**src/rtl/neuron_pkg.sv**
```systemverilog
// neuron_pkg: shared types and constants for the neuron MAC/activation front end.
//   - neuron_state_e : sequencing states of neuron_mac_act
//   - ADDR_OFFSET    : offset-binary bias for the default 14-bit ROM address
//   - CLAMP_HI/LO    : signed clamp limits for the default ROM address width
//   - clamp_hi/lo()  : the same limits for an arbitrary address width
package neuron_pkg;

  localparam int NEURON_ADDR_WIDTH = 14;
  localparam int ADDR_OFFSET       = 1 << (NEURON_ADDR_WIDTH - 1);
  localparam int CLAMP_HI          = ADDR_OFFSET - 1;
  localparam int CLAMP_LO          = -ADDR_OFFSET;

  typedef enum logic [2:0] {
    ST_ACC  = 3'd0,
    ST_CONV = 3'd1,
    ST_ROMW = 3'd2,
    ST_CAPT = 3'd3,
    ST_OUT  = 3'd4
  } neuron_state_e;

  function automatic int clamp_hi(input int aw);
    return (1 << (aw - 1)) - 1;
  endfunction

  function automatic int clamp_lo(input int aw);
    return -(1 << (aw - 1));
  endfunction

endpackage

```
**src/rtl/neuron_addr_quant.sv**
```systemverilog
// neuron_addr_quant: combinational quantiser from accumulator to ROM address.
//   acc  in  ACC_WIDTH   signed accumulator
//   addr out ADDR_WIDTH  offset-binary ROM address
//   sat  out 1           the shifted value was clamped
// The accumulator is arithmetically shifted right by FRAC_SHIFT, clamped to
// the signed range of ADDR_WIDTH bits, then biased into offset binary.
module neuron_addr_quant
  import neuron_pkg::*;
#(
  parameter int ACC_WIDTH  = 24,
  parameter int ADDR_WIDTH = NEURON_ADDR_WIDTH,
  parameter int FRAC_SHIFT = 4
) (
  input  logic signed [ACC_WIDTH-1:0]  acc,
  output logic        [ADDR_WIDTH-1:0] addr,
  output logic                         sat
);

  localparam logic signed [ACC_WIDTH-1:0] LIM_HI = ACC_WIDTH'(clamp_hi(ADDR_WIDTH));
  localparam logic signed [ACC_WIDTH-1:0] LIM_LO = ACC_WIDTH'(clamp_lo(ADDR_WIDTH));
  // Offset equals LIM_HI + 1; adding it just inverts the address MSB.
  localparam logic signed [ACC_WIDTH-1:0] OFFSET = LIM_HI + ACC_WIDTH'(1);

  logic signed [ACC_WIDTH-1:0] shifted;
  logic signed [ACC_WIDTH-1:0] clamped;

  assign shifted = acc >>> FRAC_SHIFT;

  always_comb begin
    clamped = shifted;
    sat     = 1'b0;
    if (shifted > LIM_HI) begin
      clamped = LIM_HI;
      sat     = 1'b1;
    end else if (shifted < LIM_LO) begin
      clamped = LIM_LO;
      sat     = 1'b1;
    end
  end

  assign addr = ADDR_WIDTH'(clamped + OFFSET);

endmodule

```
**src/rtl/neuron_mac_act.sv**
```systemverilog
// neuron_mac_act: neuron front end feeding a 1-cycle-latency sigmoid ROM.
// Accumulates bias + sum(in_data*in_weight) over a beat stream, quantises the
// result to a ROM address, captures the ROM word and offers it downstream.
//
// Ports:
//   clk, rst_n                   clock, asynchronous active-low reset
//   in_valid/in_ready            input beat handshake
//   in_data, in_weight, in_last  signed activation, signed weight, final beat
//   bias                         signed bias, sampled on the first beat
//   rom_addr, rom_q              registered ROM address, ROM data (1 clk later)
//   out_valid/out_ready          result handshake
//   out_data, out_sat            activation result, clamp indicator
//
// Build option: define NEURON_ACC_SAT_EN to saturate the accumulator instead
// of wrapping; a saturation event then also forces out_sat for that neuron.
//
// state | meaning
// ACC   | accepting beats, accumulating
// CONV  | quantise acc and register rom_addr
// ROMW  | ROM samples rom_addr
// CAPT  | capture rom_q into the output register
// OUT   | result valid, waiting for out_ready
module neuron_mac_act
  import neuron_pkg::*;
#(
  parameter int IN_WIDTH   = 8,
  parameter int W_WIDTH    = 8,
  parameter int ACC_WIDTH  = 24,  // at least IN_WIDTH+W_WIDTH+4
  parameter int ADDR_WIDTH = 14,
  parameter int DATA_WIDTH = 8,
  parameter int FRAC_SHIFT = 4
) (
  input  logic                         clk,
  input  logic                         rst_n,
  input  logic                         in_valid,
  output logic                         in_ready,
  input  logic signed [IN_WIDTH-1:0]   in_data,
  input  logic signed [W_WIDTH-1:0]    in_weight,
  input  logic                         in_last,
  input  logic signed [ACC_WIDTH-1:0]  bias,
  output logic        [ADDR_WIDTH-1:0] rom_addr,
  input  logic        [DATA_WIDTH-1:0] rom_q,
  output logic                         out_valid,
  input  logic                         out_ready,
  output logic        [DATA_WIDTH-1:0] out_data,
  output logic                         out_sat
);

  localparam int PW = IN_WIDTH + W_WIDTH;

  neuron_state_e state_q, state_d;

  logic signed [ACC_WIDTH-1:0] acc;
  logic signed [ACC_WIDTH-1:0] acc_next;
  logic signed [ACC_WIDTH-1:0] addend;
  logic signed [ACC_WIDTH-1:0] prod_ext;
  logic signed [PW-1:0]        prod;
  logic                        first;
  logic                        sat_r;
  logic                        accept;
  logic                        acc_sat_seen;
  logic [ADDR_WIDTH-1:0]       q_addr;
  logic                        q_sat;

  // Gated by rst_n so the port reads 0 while reset is held.
  assign in_ready = rst_n && (state_q == ST_ACC);
  assign accept   = in_valid && in_ready;

  assign prod     = in_data * in_weight;
  assign prod_ext = {{(ACC_WIDTH-PW){prod[PW-1]}}, prod};
  assign addend   = first ? bias : acc;

`ifdef NEURON_ACC_SAT_EN
  localparam logic signed [ACC_WIDTH-1:0] ACC_MAX = {1'b0, {(ACC_WIDTH-1){1'b1}}};
  localparam logic signed [ACC_WIDTH-1:0] ACC_MIN = {1'b1, {(ACC_WIDTH-1){1'b0}}};

  logic signed [ACC_WIDTH:0] sum_x;
  logic                      acc_ovf;
  logic                      ovf_sticky;

  assign sum_x   = {addend[ACC_WIDTH-1], addend} + {prod_ext[ACC_WIDTH-1], prod_ext};
  assign acc_ovf = sum_x[ACC_WIDTH] ^ sum_x[ACC_WIDTH-1];

  always_comb begin
    acc_next = sum_x[ACC_WIDTH-1:0];
    if (acc_ovf) acc_next = sum_x[ACC_WIDTH] ? ACC_MIN : ACC_MAX;
  end

  always_ff @(posedge clk or negedge rst_n) begin
    if (!rst_n) begin
      ovf_sticky <= 1'b0;
    end else if (accept) begin
      ovf_sticky <= first ? acc_ovf : (ovf_sticky | acc_ovf);
    end
  end

  assign acc_sat_seen = ovf_sticky;
`else
  assign acc_next     = addend + prod_ext;
  assign acc_sat_seen = 1'b0;
`endif

  neuron_addr_quant #(
    .ACC_WIDTH (ACC_WIDTH),
    .ADDR_WIDTH(ADDR_WIDTH),
    .FRAC_SHIFT(FRAC_SHIFT)
  ) u_quant (
    .acc (acc),
    .addr(q_addr),
    .sat (q_sat)
  );

  always_ff @(posedge clk or negedge rst_n) begin
    if (!rst_n) state_q <= ST_ACC;
    else        state_q <= state_d;
  end

  always_comb begin
    state_d = state_q;
    case (state_q)
      ST_ACC:  if (accept && in_last) state_d = ST_CONV;
      ST_CONV: state_d = ST_ROMW;
      ST_ROMW: state_d = ST_CAPT;
      ST_CAPT: state_d = ST_OUT;
      ST_OUT:  if (out_valid && out_ready) state_d = ST_ACC;
      default: state_d = ST_ACC;
    endcase
  end

  always_ff @(posedge clk or negedge rst_n) begin
    if (!rst_n) begin
      acc       <= '0;
      first     <= 1'b1;
      rom_addr  <= '0;
      sat_r     <= 1'b0;
      out_valid <= 1'b0;
      out_data  <= '0;
      out_sat   <= 1'b0;
    end else begin
      if (accept) begin
        acc   <= acc_next;
        // Last beat re-arms bias sampling for the next neuron.
        first <= in_last;
      end
      if (state_q == ST_CONV) begin
        rom_addr <= q_addr;
        sat_r    <= q_sat;
      end
      if (state_q == ST_CAPT) begin
        out_data  <= rom_q;
        out_sat   <= sat_r | acc_sat_seen;
        out_valid <= 1'b1;
      end
      if (state_q == ST_OUT && out_valid && out_ready) begin
        out_valid <= 1'b0;
      end
    end
  end

endmodule

```
**config.mk**
```make
export PLATFORM = sky130hd
export DESIGN_NAME = neuron_mac_act
export DESIGN_NICKNAME = d
export VERILOG_FILES = /design/src/rtl/neuron_pkg.sv /design/src/rtl/neuron_addr_quant.sv /design/src/rtl/neuron_mac_act.sv
export SDC_FILE = /design/constraint.sdc
export NUM_CORES = 1
export LEC_CHECK = 0
export ABC_AREA = 0
export CAP_MARGIN = 20
export CORE_MARGIN = 1.5
export CORE_UTILIZATION = 45
export CTS_BUF_LIST = sky130_fd_sc_hd__clkbuf_16
export CTS_CLUSTER_DIAMETER = 60
export DETAILED_ROUTE_END_ITERATION = 8
export PLACE_DENSITY = 0.72
export SLEW_MARGIN = 20
export SYNTH_ARGS = -nofsm -noshare
export SYNTH_HDL_FRONTEND = slang
export SYNTH_SLANG_ARGS = --single-unit
```
**constraint.sdc**
```tcl
create_clock -name clk -period 14.2 [get_ports clk]
set_clock_uncertainty 0.2 [all_clocks]
set_input_delay 2.13 -clock clk [delete_from_list [all_inputs] [get_ports clk]]
set_output_delay 2.13 -clock clk [all_outputs]
set_load 0.02 [all_outputs]
```
==> summary.md, run 1 <==
| Metric | Value |
|---|---|
| Status | complete, no violations |
| Via count | 4726 |
| Clk pin slew, worst setup/hold paths | 0.07 ns |
| Dpl hpwl | between 10000 and 15000 um |
| Global Route Usage Sum | 0.196 |
| Nets | ~950 |
| DRT Wirelength | between 10000 and 15000 um |
| Syn Inst Count | between 600 and 700 |
| Setup crit start kind | input port |
| First-pass GRT wire length | 23300 um |
| WP data arrival | roughly 8 ns |
| Worst Hold Class | register to register |
| EDFF count, synth | 0 |
| Primary FF master, synth | dfrtp_1 |
| Die width | 123 um |
| PostCTS Resize Cnt | 0 |
| Synthesis-stage register bit count | 53 |
| Setup Crit Path Kind | input port to register |
| Clk Latency, worst-skew pair | just under 0.3 ns |
| Crit path capture type | register |
| Grt met1 use | 0.257 |
| Slew Limit Fails | 0 |
| Critical path fanouts, max | 16 |
| Die footprint | roughly 0.015 mm^2 |
| DRT antenna net count | 0 |
| CTS tree | built |
| Cell row count | 43 |
| Area grow syn2layout | 16.8% |
| Netlist Area Pre-Place | about 0.0065 mm^2 |
| Root buffer cell | clkbuf_16 |
| Grt met3 use | 0.0198 |
| FFs w/ async S/R, synth | 1.00 |
| Fmax | ~130 MHz |
| Drt first pass iters | 4 |
| Worst Max-Slew Pin Slew | between 0.9 and 1 ns |
| Setup TNS | 0 ns |
| Clk buf depth | 2 |
| Min Tclk post-route | between 7 and 8 ns |
| R2R Setup Slk | 8.24 ns |
| Largest cells by area after synthesis | fa_1 (32%), dfrtp_1 (20%), ha_1 (10%), inv_1 (6.6%), nand2_1 (5.7%) |
| Grt peak-use layer | met2 |
| Met2 usage | 0.356 |
| Vias/cell | a little over 5 |
| Headroom to the max-slew limit | 0.351 |
| CTS sink cnt | 53 |
| YS warnings | 0 |
| Layout cells sized above 1 | 0.0405 |
| Pin count of the biggest net entering global routing | 55 |
| Top cells by count, synth | inv_1 (115), fa_1 (104), nand2_1 (99) |
| Register area share after synthesis | 0.205 |
| Final period util | 0.562 |
| Final setup fails | 0 |
| Syn_nets | around 880 |
| Initial antenna violation count | 0 |
| Vias in the first global route | 4981 |
| RD Place Congestion | roughly 0.83 |
| Initial drt markers | a little under 200 |
| RSZ-0062 raised after global routing | no |
| Cell with the most instances after synthesis | inv_1 |
| Post-synth top area share | 0.321 |
| Synth cell types | 47 |
| Final number of hold-violating endpoints | 0 |
| Die Y | ~120 um |
| TritonCTS Buffers | 5 |
| Ant. Diodes | 0 |
| Initial Util | 0.464 |
| CTS HTree Levels | 2 |
| Number of max-cap violations | 0 |
| Post-CTS Setup Repair Bufs | 0 |
| Grt ovf | 0 |
| Post-CTS Hold Fix Bufs | 0 |
| Mean Syn Cell Area | slightly below 10 um^2 |
| Largest area contributor in the netlist | fa_1 |
| Avg WL per Cell | approximately 15 um |
| Core footprint | 0.0140 mm^2 |
| Port-buffer cells | 77 |
| Worst Path Required | 14.13 ns |
| Residual DRC | 0 |
| I/O Pins | 78 |
per-layer routing:
layer	wire length, um	part of all wire
met1	6000	0.43
met2	7500	0.53
met3	376	0.027
met4	168	0.012
met5	0	0
critical path, cell delays in order:
cell and delay (ns):
clkdlybuf4s50_1 0.55, and2_1 0.26, inv_1 0.69, fa_1 0.55
inv_1 0.08, fa_1 0.43, fa_1 0.47, fa_1 0.52
fa_1 0.46, ha_1 0.35, a21oi_1 0.15, o21ai_1 0.14
o21ai_1 0.23, o21ai_2 0.13, a2111oi_0 0.48, or3_1 0.17
a31oi_1 0.08
stage by stage:
step,utilization,instance area (um^2),worst slack [ns],std cells,hold slack (ns)
6_report,0.542,7580,6.22,921,0.282
3_5_place_dp,0.531,7430,5.86,913,0.269
2_1_floorplan,-,6490,6.83,672,0.242
3_3_place_gp,0.531,7430,6.08,913,0.268
5_1_grt,0.542,7580,5.83,921,0.308
4_1_cts,0.542,7570,6.17,921,0.286
flip-flops by register name, summed over array words and instances, names as in the netlist:
| register | count |
|---|---|
| out_sat | 1 |
| out_valid | 1 |
| rom_addr | 14 |
| state_q | 3 |
| sat_r | 1 |
| out_data | 8 |
| first | 1 |
| acc | 24 |
cells in the final DEF, fill, tap and decap left out, types with 2 or more instances in the layout:
| cell | Yosys | final |
|---|---|---|
| nand2_1 | 99 | 99 |
| o21ai_1 | 21 | 21 |
| or3_1 | 3 | 3 |
| clkdlybuf4s50_1 | 0 | 76 |
| nor2_1 | 33 | 33 |
| a21o_1 | 5 | 5 |
| mux2_2 | 10 | 10 |
| ha_1 | 54 | 54 |
| inv_1 | 115 | 115 |
| a211oi_1 | 2 | 2 |
| clkinv_1 | 1 | 2 |
| nor2b_1 | 3 | 3 |
| dfrtp_1 | 52 | 52 |
| clkbuf_16 | 0 | 5 |
| xor2_1 | 5 | 5 |
| nand3_1 | 3 | 3 |
| mux2i_1 | 22 | 22 |
| fa_1 | 104 | 104 |
| nor4_1 | 2 | 2 |
| a21oi_1 | 15 | 14 |
| buf_4 | 0 | 2 |
| nor3_1 | 4 | 4 |
| o21bai_1 | 2 | 2 |
| o21a_1 | 3 | 3 |
| o31ai_1 | 2 | 2 |
| o21ai_2 | 2 | 2 |
| and2_1 | 28 | 28 |
| a31oi_1 | 3 | 3 |
| o21ai_0 | 21 | 21 |
| nand3b_1 | 2 | 2 |
| nand2b_1 | 3 | 3 |
| o211ai_1 | 3 | 3 |
| xnor2_1 | 16 | 16 |
| a21oi_2 | 2 | 3 |
final cells by class:
class | count | area (um^2)
clock buffers | 5 | 125
clock inverters | 3 | 21.3
fillers | 1267 | 6410
inverters | 116 | 435
multi-input cells | 485 | 4660
flip-flops and latches | 53 | 1330
well taps | 180 | 225
repair buffers | 79 | 781
cell families after synthesis:
family                     count (synthesis)  share of synthesized area
adders and majority gates                158                      0.425
AOI/OAI and AO/OA                         88                     0.0835
muxes                                     32                     0.0513
and+or+nand+nor                          186                      0.130
xor gates and xnor gates                  21                     0.0283
DFF                                       53                      0.205
buffers and inverters                    134                     0.0777
worst paths after layout:
kind                               end  cells past startpoint         start
hold reg to reg                out_sat                      2       out_sat
setup / recovery               acc[21]                     17  in_weight[0]
max in group asynchronous       acc[6]                      2         rst_n
min in group asynchronous  out_data[6]                      2         rst_n
setup reg to reg               acc[21]                     17         first
hold / removal                 out_sat                      2       out_sat
Power of run 1 is not shown: default switching activity piles up to over one toggle a cycle in this logic, so the estimate is an artifact.
==> inputs of run 2 (changes only) <==
==> constraint.sdc (replaced) <==
create_clock -name clk -period 8.4 [get_ports clk]
set_clock_uncertainty 0.2 [all_clocks]
set_input_delay 1.26 -clock clk [delete_from_list [all_inputs] [get_ports clk]]
set_output_delay 1.26 -clock clk [all_outputs]
set_load 0.02 [all_outputs]
==> summary.md, run 2 (synthesized netlist as in run 1, its figures left out) <==
| Metric | Value |
|---|---|
| Via count | about 4800 |
| Global Route Usage Sum | 0.195 |
| RSZ-0062 raised after global routing | no |
| Die width | ~120 um |
| Top reg by flops | acc |
| Pin count of the biggest net entering global routing | 55 |
| Post-Layout Cell Count | about 920 |
| Hold depth | 2 |
| Post-CTS Setup Repair Bufs | 0 |
| Post-CTS Hold Fix Bufs | 0 |
| Worst Max-Slew Pin Slew | just under 1 ns |
| Worst Path Required | ~8.3 ns |
| Vias in the first global route | between 4000 and 5000 |
| Status | complete, no violations |
| Ant. Diodes | 0 |
| Initial antenna violation count | 0 |
| Grt ovf | 0 |
| Nets | between 900 and 1000 |
| Vias/cell | 5.17 |
| Core footprint | 0.0140 mm^2 |
| I/O Pins | 78 |
| Final period util | 0.849 |
| DRT Wirelength | between 10000 and 15000 um |
| Clk buf depth | 2 |
| Setup Crit Path Kind | input port to register |
| Min-Delay Endpoint | out_sat |
| Fmax | 140 MHz |
| WP data arrival | slightly above 7 ns |
| Worst hold start | out_sat |
| Critical path fanouts, max | 16 |
| Avg WL per Cell | ~15 um |
| Crit path capture type | register |
| Setup crit start kind | input port |
| Clk Latency, worst-skew pair | 0.29 ns |
| R2R Path End | acc[21] |
| Number of max-cap violations | 0 |
| Area grow syn2layout | 16.8% |
| CTS tree | built |
| Initial Util | 0.464 |
| Die footprint | ~0.015 mm^2 |
| Port-buffer cells | 77 |
| Setup TNS | 0 ns |
| Cell row count | between 40 and 50 |
| Headroom to the max-slew limit | 0.354 |
| Clk pin slew, worst setup/hold paths | around 0.07 ns |
| Initial drt markers | around 230 |
| Worst Hold Class | register to register |
| DRT antenna net count | 0 |
| Residual DRC | 0 |
| Drt first pass iters | 4 |
| Min Tclk post-route | ~7.1 ns |
| CTS HTree Levels | 2 |
| Place WS | a little over 0.9 ns |
| First-pass GRT wire length | 23300 um |
| RD Place Congestion | 0.835 |
| Worst hold slack | approximately 0.28 ns |
| Top flop regs | acc x24, rom_addr x14, out_data x8 |
| Root buffer cell | clkbuf_16 |
| Worst r2r src | first |
| PostCTS Resize Cnt | 0 |
| Final number of hold-violating endpoints | 0 |
| R2R Setup Slk | approximately 2.5 ns |
| Post-route worst setup slack | 1.27 ns |
| Die Y | roughly 120 um |
| Dpl hpwl | between 10000 and 15000 um |
| Final setup fails | 0 |
| Most frequent cells in the layout | inv_1 (116), fa_1 (104), nand2_1 (99) |
| Worst reg2reg path depth | 17 |
| Slew Limit Fails | 0 |
| Commonest non-fill, non-tap cell in the layout | inv_1 |
| Post-Place Cells | around 900 |
| TritonCTS Buffers | 5 |
| Flip-flop count of the largest register after layout | 24 |
| Layout cells sized above 1 | 0.0404 |
| CTS sink cnt | 53 |
## run 2: changes by cell type in the layout (fill, tap and decap cells not counted), sizes merged
cell	delta
clkinv	-2
clkinvlp	+2
clkbuf	+1
## run 2: layer usage
metal / vias to the layer above / GRT usage / share of wire
li1: 2249 / - / -
met4: 0 / 0.0309 / 0.011
met1: 2424 / 0.258 / 0.43
met5: - / 0 / 0
met3: 12 / 0.0198 / 0.028
met2: 78 / 0.355 / 0.53
## run 2: area by class of cell
| class | count | area (um^2) |
|---|---|---|
| Clock buffer | 5 | 125 |
| Tap cell | 180 | 225 |
| Sequential cell | 53 | 1330 |
| Fill cell | 1300 | 6410 |
| Multi-Input combinational cell | 485 | 4660 |
| Timing Repair Buffer | 80 | 788 |
| Inverter | 116 | 435 |
| Clock inverter | 3 | 18.8 |
## run 2: worst max-delay path by stage
stage,from,end,slack (ns),cells past startpoint
global placement,in_weight[0],acc[21],1.15,17
CTS,in_weight[0],acc[21],1.22,17
finish,in_weight[0],acc[21],1.27,17
global route,in_weight[0],acc[21],0.83,17
floorplan,in_weight[1],acc[18],1.90,17
detailed placement,in_weight[0],acc[21],0.91,17
## run 2: critical path, cell delays in order
cell             delay, ns
clkdlybuf4s50_1       0.56
and2_1                0.27
inv_1                 0.69
fa_1                  0.56
inv_1                 0.09
fa_1                  0.43
fa_1                  0.47
fa_1                  0.52
fa_1                  0.49
ha_1                  0.35
o211ai_1              0.11
o21ai_1               0.13
o21ai_1               0.23
o21ai_2               0.13
a2111oi_0             0.50
or3_1                 0.18
a31oi_1               0.08
## run 2: per-stage QoR
step                 util  instance area [um^2]
detailed placement  0.531                  7430
global placement    0.531                  7430
CTS                 0.541                  7570
global route        0.542                  7580
floorplan               -                  6490
finish              0.542                  7580
Power of run 2 is left out for the same reason.
==> inputs of run 3 (changes only) <==
==> constraint.sdc (replaced) <==
create_clock -name clk -period 6.7 [get_ports clk]
set_clock_uncertainty 0.2 [all_clocks]
set_input_delay 1.005 -clock clk [delete_from_list [all_inputs] [get_ports clk]]
set_output_delay 1.005 -clock clk [all_outputs]
set_load 0.02 [all_outputs]
==> summary.md, run 3 (synthesized netlist as in run 1, its figures left out) <==
| Metric | Value |
|---|---|
| Global Route Usage Sum | 0.210 |
| DRT antenna net count | 0 |
| Residual DRC | 0 |
| Avg WL per Cell | about 15 um |
| Critical Path Source | in_data[7] |
| Vias in the first global route | approximately 5300 |
| Nets | slightly below 1000 |
| Post-Place Cells | 936 |
| Initial Util | 0.464 |
| Min-Delay Endpoint | acc[0] |
| Post-route worst setup slack | between 0.3 and 0.4 ns |
| CTS tree | built |
| Clk buf depth | 2 |
| Port-buffer cells | 77 |
| Worst Path Required | between 6 and 7 ns |
| Post-CTS Setup Repair Bufs | 0 |
| Final setup fails | 0 |
| Status | complete, no violations |
| Headroom to the max-slew limit | 0.327 |
| RD Place Congestion | around 0.86 |
| Root buffer cell | clkbuf_16 |
| Setup crit start kind | input port |
| Worst Hold Class | register to register |
| Final number of hold-violating endpoints | 0 |
| Drt first pass iters | 4 |
| Worst r2r src | first |
| Fillers | ~1200 |
| Setup TNS | 0 ns |
| Setup Crit Path Kind | input port to register |
| First-pass GRT wire length | around 25000 um |
| Ant. Diodes | 0 |
| Place WS | between 0.04 and 0.05 ns |
| DRT Wirelength | 14600 um |
| RSZ-0062 raised after global routing | no |
| Pin count of the biggest net entering global routing | 55 |
| Die width | ~120 um |
| TritonCTS Buffers | 5 |
| Top reg by flops | acc |
| Hold depth | 2 |
| Number of max-cap violations | 0 |
| Dpl hpwl | approximately 12000 um |
| Crit path capture type | register |
| Worst hold start | acc[0] |
| Most frequent cells in the layout | inv_1 (116), fa_1 (104), nand2_1 (99) |
| Layout cells sized above 1 | 0.0668 |
| Worst Max-Slew Pin Slew | around 1 ns |
| Critical path fanouts, max | 8 |
| Die Y | about 120 um |
| Flip-flop count of the largest register after layout | 24 |
| Initial antenna violation count | 0 |
| Clk pin slew, worst setup/hold paths | ~0.06 ns |
| Cell row count | 43 |
| Worst reg2reg path depth | 18 |
| R2R Path End | acc[20] |
| R2R Setup Slk | about 0.92 ns |
| Vias/cell | between 5 and 6 |
| Initial drt markers | between 200 and 250 |
| Min Tclk post-route | 6.33 ns |
| Grt ovf | 0 |
| Fmax | between 150 and 200 MHz |
| CTS HTree Levels | 2 |
| Core footprint | 0.0140 mm^2 |
| Post-DP Area | between 0.007 and 0.008 mm^2 |
| WP data arrival | ~6.3 ns |
| Clk Latency, worst-skew pair | approximately 0.29 ns |
| Post-route cell area | between 0.007 and 0.008 mm^2 |
| Commonest non-fill, non-tap cell in the layout | inv_1 |
| Slew Limit Fails | 0 |
| I/O Pins | 78 |
| Post-Layout Cell Count | between 900 and 1000 |
| Top flop regs | acc x24, rom_addr x14, out_data x8 |
| Area grow syn2layout | 19.2% |
| CTS sink cnt | 53 |
| Die footprint | between 0.015 and 0.02 mm^2 |
| Final period util | 0.945 |
| Via count | just under 5000 |
[run 3: cell types whose count changed in the layout (fill, tap and decap cells not counted), sizes merged]
cell / delta
clkinvlp: -2
clkinv: +1
buf: +23
clkbuf: -1
[run 3: how the worst max path moves through the flow]
stage               to  slack [ns]  cells after the start
2_1_floorplan  acc[18]        0.45                     17
4_1_cts        acc[20]        0.32                     17
5_1_grt        acc[23]       0.006                     18
3_3_place_gp   acc[20]        0.17                     16
3_5_place_dp   acc[20]        0.04                     17
6_report       acc[18]        0.37                     18
[run 3: per-stage QoR]
stage,hold slack (ns),util
3_3_place_gp,0.267,0.543
5_1_grt,0.321,0.553
6_report,0.282,0.553
4_1_cts,0.286,0.553
2_1_floorplan,0.242,-
3_5_place_dp,0.271,0.543
[run 3: cell type report]
| class | instances | area [um^2] | area share |
|---|---|---|---|
| clock buffers | 5 | 125 | 0.0162 |
| clock inverters | 2 | 7.51 | 0.000970 |
| inverters | 116 | 435 | 0.0563 |
| multi-input cells | 485 | 4660 | 0.603 |
| flip-flops and latches | 53 | 1330 | 0.172 |
| well taps | 180 | 225 | 0.0291 |
| repair buffers | 102 | 953 | 0.123 |
[run 3: timing repair]
item	in CTS	in global routing
hold buffers	0	0
gates resized for setup	0	1
setup endpoints to repair	0	1
[run 3: worst max-delay path, cell delays in order]
cell	delay (ns)
clkdlybuf4s50_1	0.52
nand2_1	0.17
inv_1	0.08
fa_1	0.58
inv_1	0.15
fa_1	0.58
inv_1	0.07
fa_1	0.50
fa_1	0.49
ha_1	0.31
ha_1	0.35
a21o_1	0.17
a21o_1	0.18
a221oi_2	0.26
a21boi_4	0.26
o21ai_2	0.09
and4_4	0.18
or3_1	0.36
[run 3: routing by layer]
metal	up-vias	share of wire	global-route usage
met3	14	0.035	0.0194
met5	-	0	0
met2	96	0.53	0.381
li1	2295	-	-
met1	2424	0.43	0.274
met4	0	0.012	0.0431
Power of run 3 is left out for the same reason.
==> variant (settings of run 2) <==
Build with the macro `NEURON_ACC_SAT_EN` defined.
--- a/src/rtl/neuron_mac_act.sv
+++ b/src/rtl/neuron_mac_act.sv
@@ -21,4 +21,6 @@
 // CAPT  | capture rom_q into the output register
 // OUT   | result valid, waiting for out_ready
+`define NEURON_ACC_SAT_EN
+
 module neuron_mac_act
   import neuron_pkg::*;
Check against the original RTL: not equivalent (a bounded check fails within 4 cycles, from zero or initial values and one cycle with rst_n low).
==> variant against run 2 <==
- final area rose by 7.5%
- sequential share of layout area shrank 0.91 points
- synthesized area grew 8.3%
- critical path depth up 2
- worst setup slack worse by 0.59 ns
- sequential cell count up 1
- non-clock buffer count rose by 4
- routed wire length is 4.9% higher
- global-route usage up 0.18 points
Power is left out: the tool's default activity adds up to more than one toggle a clock period on the data nets, which glitch-free logic cannot reach.
==> variant: results (changes against run 2) <==
- The total number of H-tree levels is 2 (unchanged).
- The total via count after detailed routing was 5209 (+9.4%).
- The total iterations of the first detailed-routing run came to 5 (+1).
- The maximum fanout encountered on the critical timing path is 39 (+23).
- The cell depth of the worst flop-to-flop path is 19 (+2).
- The half-perimeter wire length of the detailed placement result came to 12110 microns (+1.7%).
- The cell chosen for the clock root is clkbuf_16.
- In this run the critical register-to-register path is captured at acc[6].
- The cell type of the slowest stage on the worst timing path is clkdlybuf4s50_1.
- In the post-synthesis netlist, the biggest area contributors are fa_1 31%, dfrtp_1 19%, ha_1 10%.
- The number of cells upsized or downsized after cts is 0 (unchanged).
- The most used flip-flop cell after synthesis is dfrtp_1.
- The clock tree buffer depth is 2 (unchanged).
- The count of flip-flops with a built-in enable after synthesis was 0 (unchanged).
- The pin count of the biggest net entering global routing is 56 (+1.8%).
- The number of setup buffers added after CTS came to 0 (unchanged).
- The run finished with clean final reports.
- The number of global-route vias before repair is 5488 (+9.8%).
- The source of the worst hold timing path is out_sat.
- The longest individual stage delay on the worst path is 0.61 ns (-0.08 ns).
- The antenna diode count was 0 (unchanged).
- Among cell families on the critical path, the largest total delay comes from adder cells.
- The detailed router's first-iteration violation count is 242 (+7.1%).
- The worst hold path stage count came to 2 (unchanged).
- The number of I/O port buffers is 77 (unchanged).
- The worst hold path belongs to the class flop to flop.
- The transition at the pin with the smallest max-transition slack is 0.8316 ns (-0.1367 ns).
- The clock latency on the worst-skew pair is 0.29 ns (about the same).
- The average wire per standard cell was 14.42 microns (-4.8%).
- The overall routing resource usage was 0.1971 (+0.001772).
- The register-to-register setup slack is 1.56 ns (-0.91 ns).
- The data arrival time of the worst path is 7.71 ns (+0.65 ns).
- The total nets after synthesis was 954 (+8.0%).
- The post-detailed-route DRC marker count was 0 (unchanged).
- The last weighted congestion value of the routability-driven placer is 0.8575 (+2.8%).
- The clock-pin slew of the registers on the worst-case setup and hold paths came to 0.07 ns (about the same).
- The net count of the finished layout was 1021 (+7.2%).
- In this run the critical register-to-register path is launched from first.
- In the final layout, the registers with the most flip-flops are acc (24), rom_addr (14), out_data (8).
- The initial antenna violation count is 0 (unchanged).
- The number of fill cells came to 1407 (+8.2%).
- The count of yosys warnings during synthesis is 0 (unchanged).
- The wire length of the first global-routing pass came to 25930 microns (+11%).
- The path with the worst hold slack has its endpoint at out_sat.
- The layout cell share with drive strength beyond 1 is 0.04099 (+0.0005625).
- The number of buffers created by CTS was 5 (unchanged).
- The proportion of register bits with asynchronous set or reset after synthesis came to 1.000 (unchanged).
- The register with the most flip-flops in the final layout is acc.
- The unique cell type count in the Yosys netlist was 53 (+13%).
- In the synthesized netlist, the cells that appear most often are 112 x inv_1, 108 x fa_1, 78 x nand2_1, 61 x nor2_1, 56 x ha_1.
- The share of synthesized area occupied by flip-flops and latches is 0.1923 (-0.01220).
==> variant: cell count changes in the layout (fill, tap and decap cells not counted), moves of 5 or more <==
| cell | change |
|---|---|
| nand2_1 | -21 |
| o31ai_1 | +14 |
| o21ai_1 | -21 |
| nor2_1 | +28 |
| and2_1 | +5 |
| o21ai_0 | +12 |
| a21oi_1 | +22 |
==> variant: layer usage <==
layer,part of all wire,global-route usage,up-vias
met3,0.035,0.02003,21
met2,0.51,0.3495,111
li1,-,-,2517
met4,0.024,0.05155,0
met1,0.43,0.2587,2560
met5,0,0,-
==> variant: how the worst max path moves through the flow <==
| stage | start | to | slack (ns) | cells past startpoint |
|---|---|---|---|---|
| after global routing | in_data[7] | acc[6] | 0.16 | 19 |
| after global placement | in_data[7] | acc[6] | 0.37 | 19 |
| after CTS | in_data[7] | acc[6] | 0.65 | 19 |
| after detailed placement | in_data[7] | acc[5] | 0.38 | 19 |
| after floorplan | in_weight[0] | acc[18] | 1.15 | 18 |
| final | in_data[7] | acc[6] | 0.68 | 19 |
==> variant: worst min-delay path, stage by stage (launching register included) <==
cell and delay, ns:
dfrtp_1 0.35, nand2_1 0.04, o21ai_0 0.06
==> variant: kinds of logic after synthesis <==
| kind of cell | count (synthesis) | synth area share |
|---|---|---|
| simple gates | 207 | 0.1354 |
| mux | 32 | 0.04732 |
| fa+ha+maj | 164 | 0.4070 |
| buf+inv | 137 | 0.07792 |
| xor+xnor | 20 | 0.02758 |
| flops | 54 | 0.1923 |
| compound gates | 123 | 0.1124 |
==> variant: layout make-up <==
type / count / share of cell area
Timing Repair Buffer: 84 / 0.1005
Clock buffer: 5 / 0.01536
Multi-Input combinational cell: 546 / 0.6315
Tap cell: 211 / 0.03241
Clock inverter: 3 / 0.002151
Inverter: 113 / 0.05207
Sequential cell: 54 / 0.1661
==> variant: through the flow <==
step / std cells / worst slack, ns / hold WS (ns) / util / instance area (sq um)
floorplan: 737 / 1.155 / 0.2446 / - / 7033
global placement: 1007 / 0.3715 / 0.2630 / 0.5240 / 7995
detailed placement: 1007 / 0.3804 / 0.2700 / 0.5240 / 7995
CTS: 1015 / 0.6467 / 0.2864 / 0.5333 / 8138
global route: 1016 / 0.1641 / 0.3076 / 0.5338 / 8145
finish: 1016 / 0.6810 / 0.2795 / 0.5338 / 8145
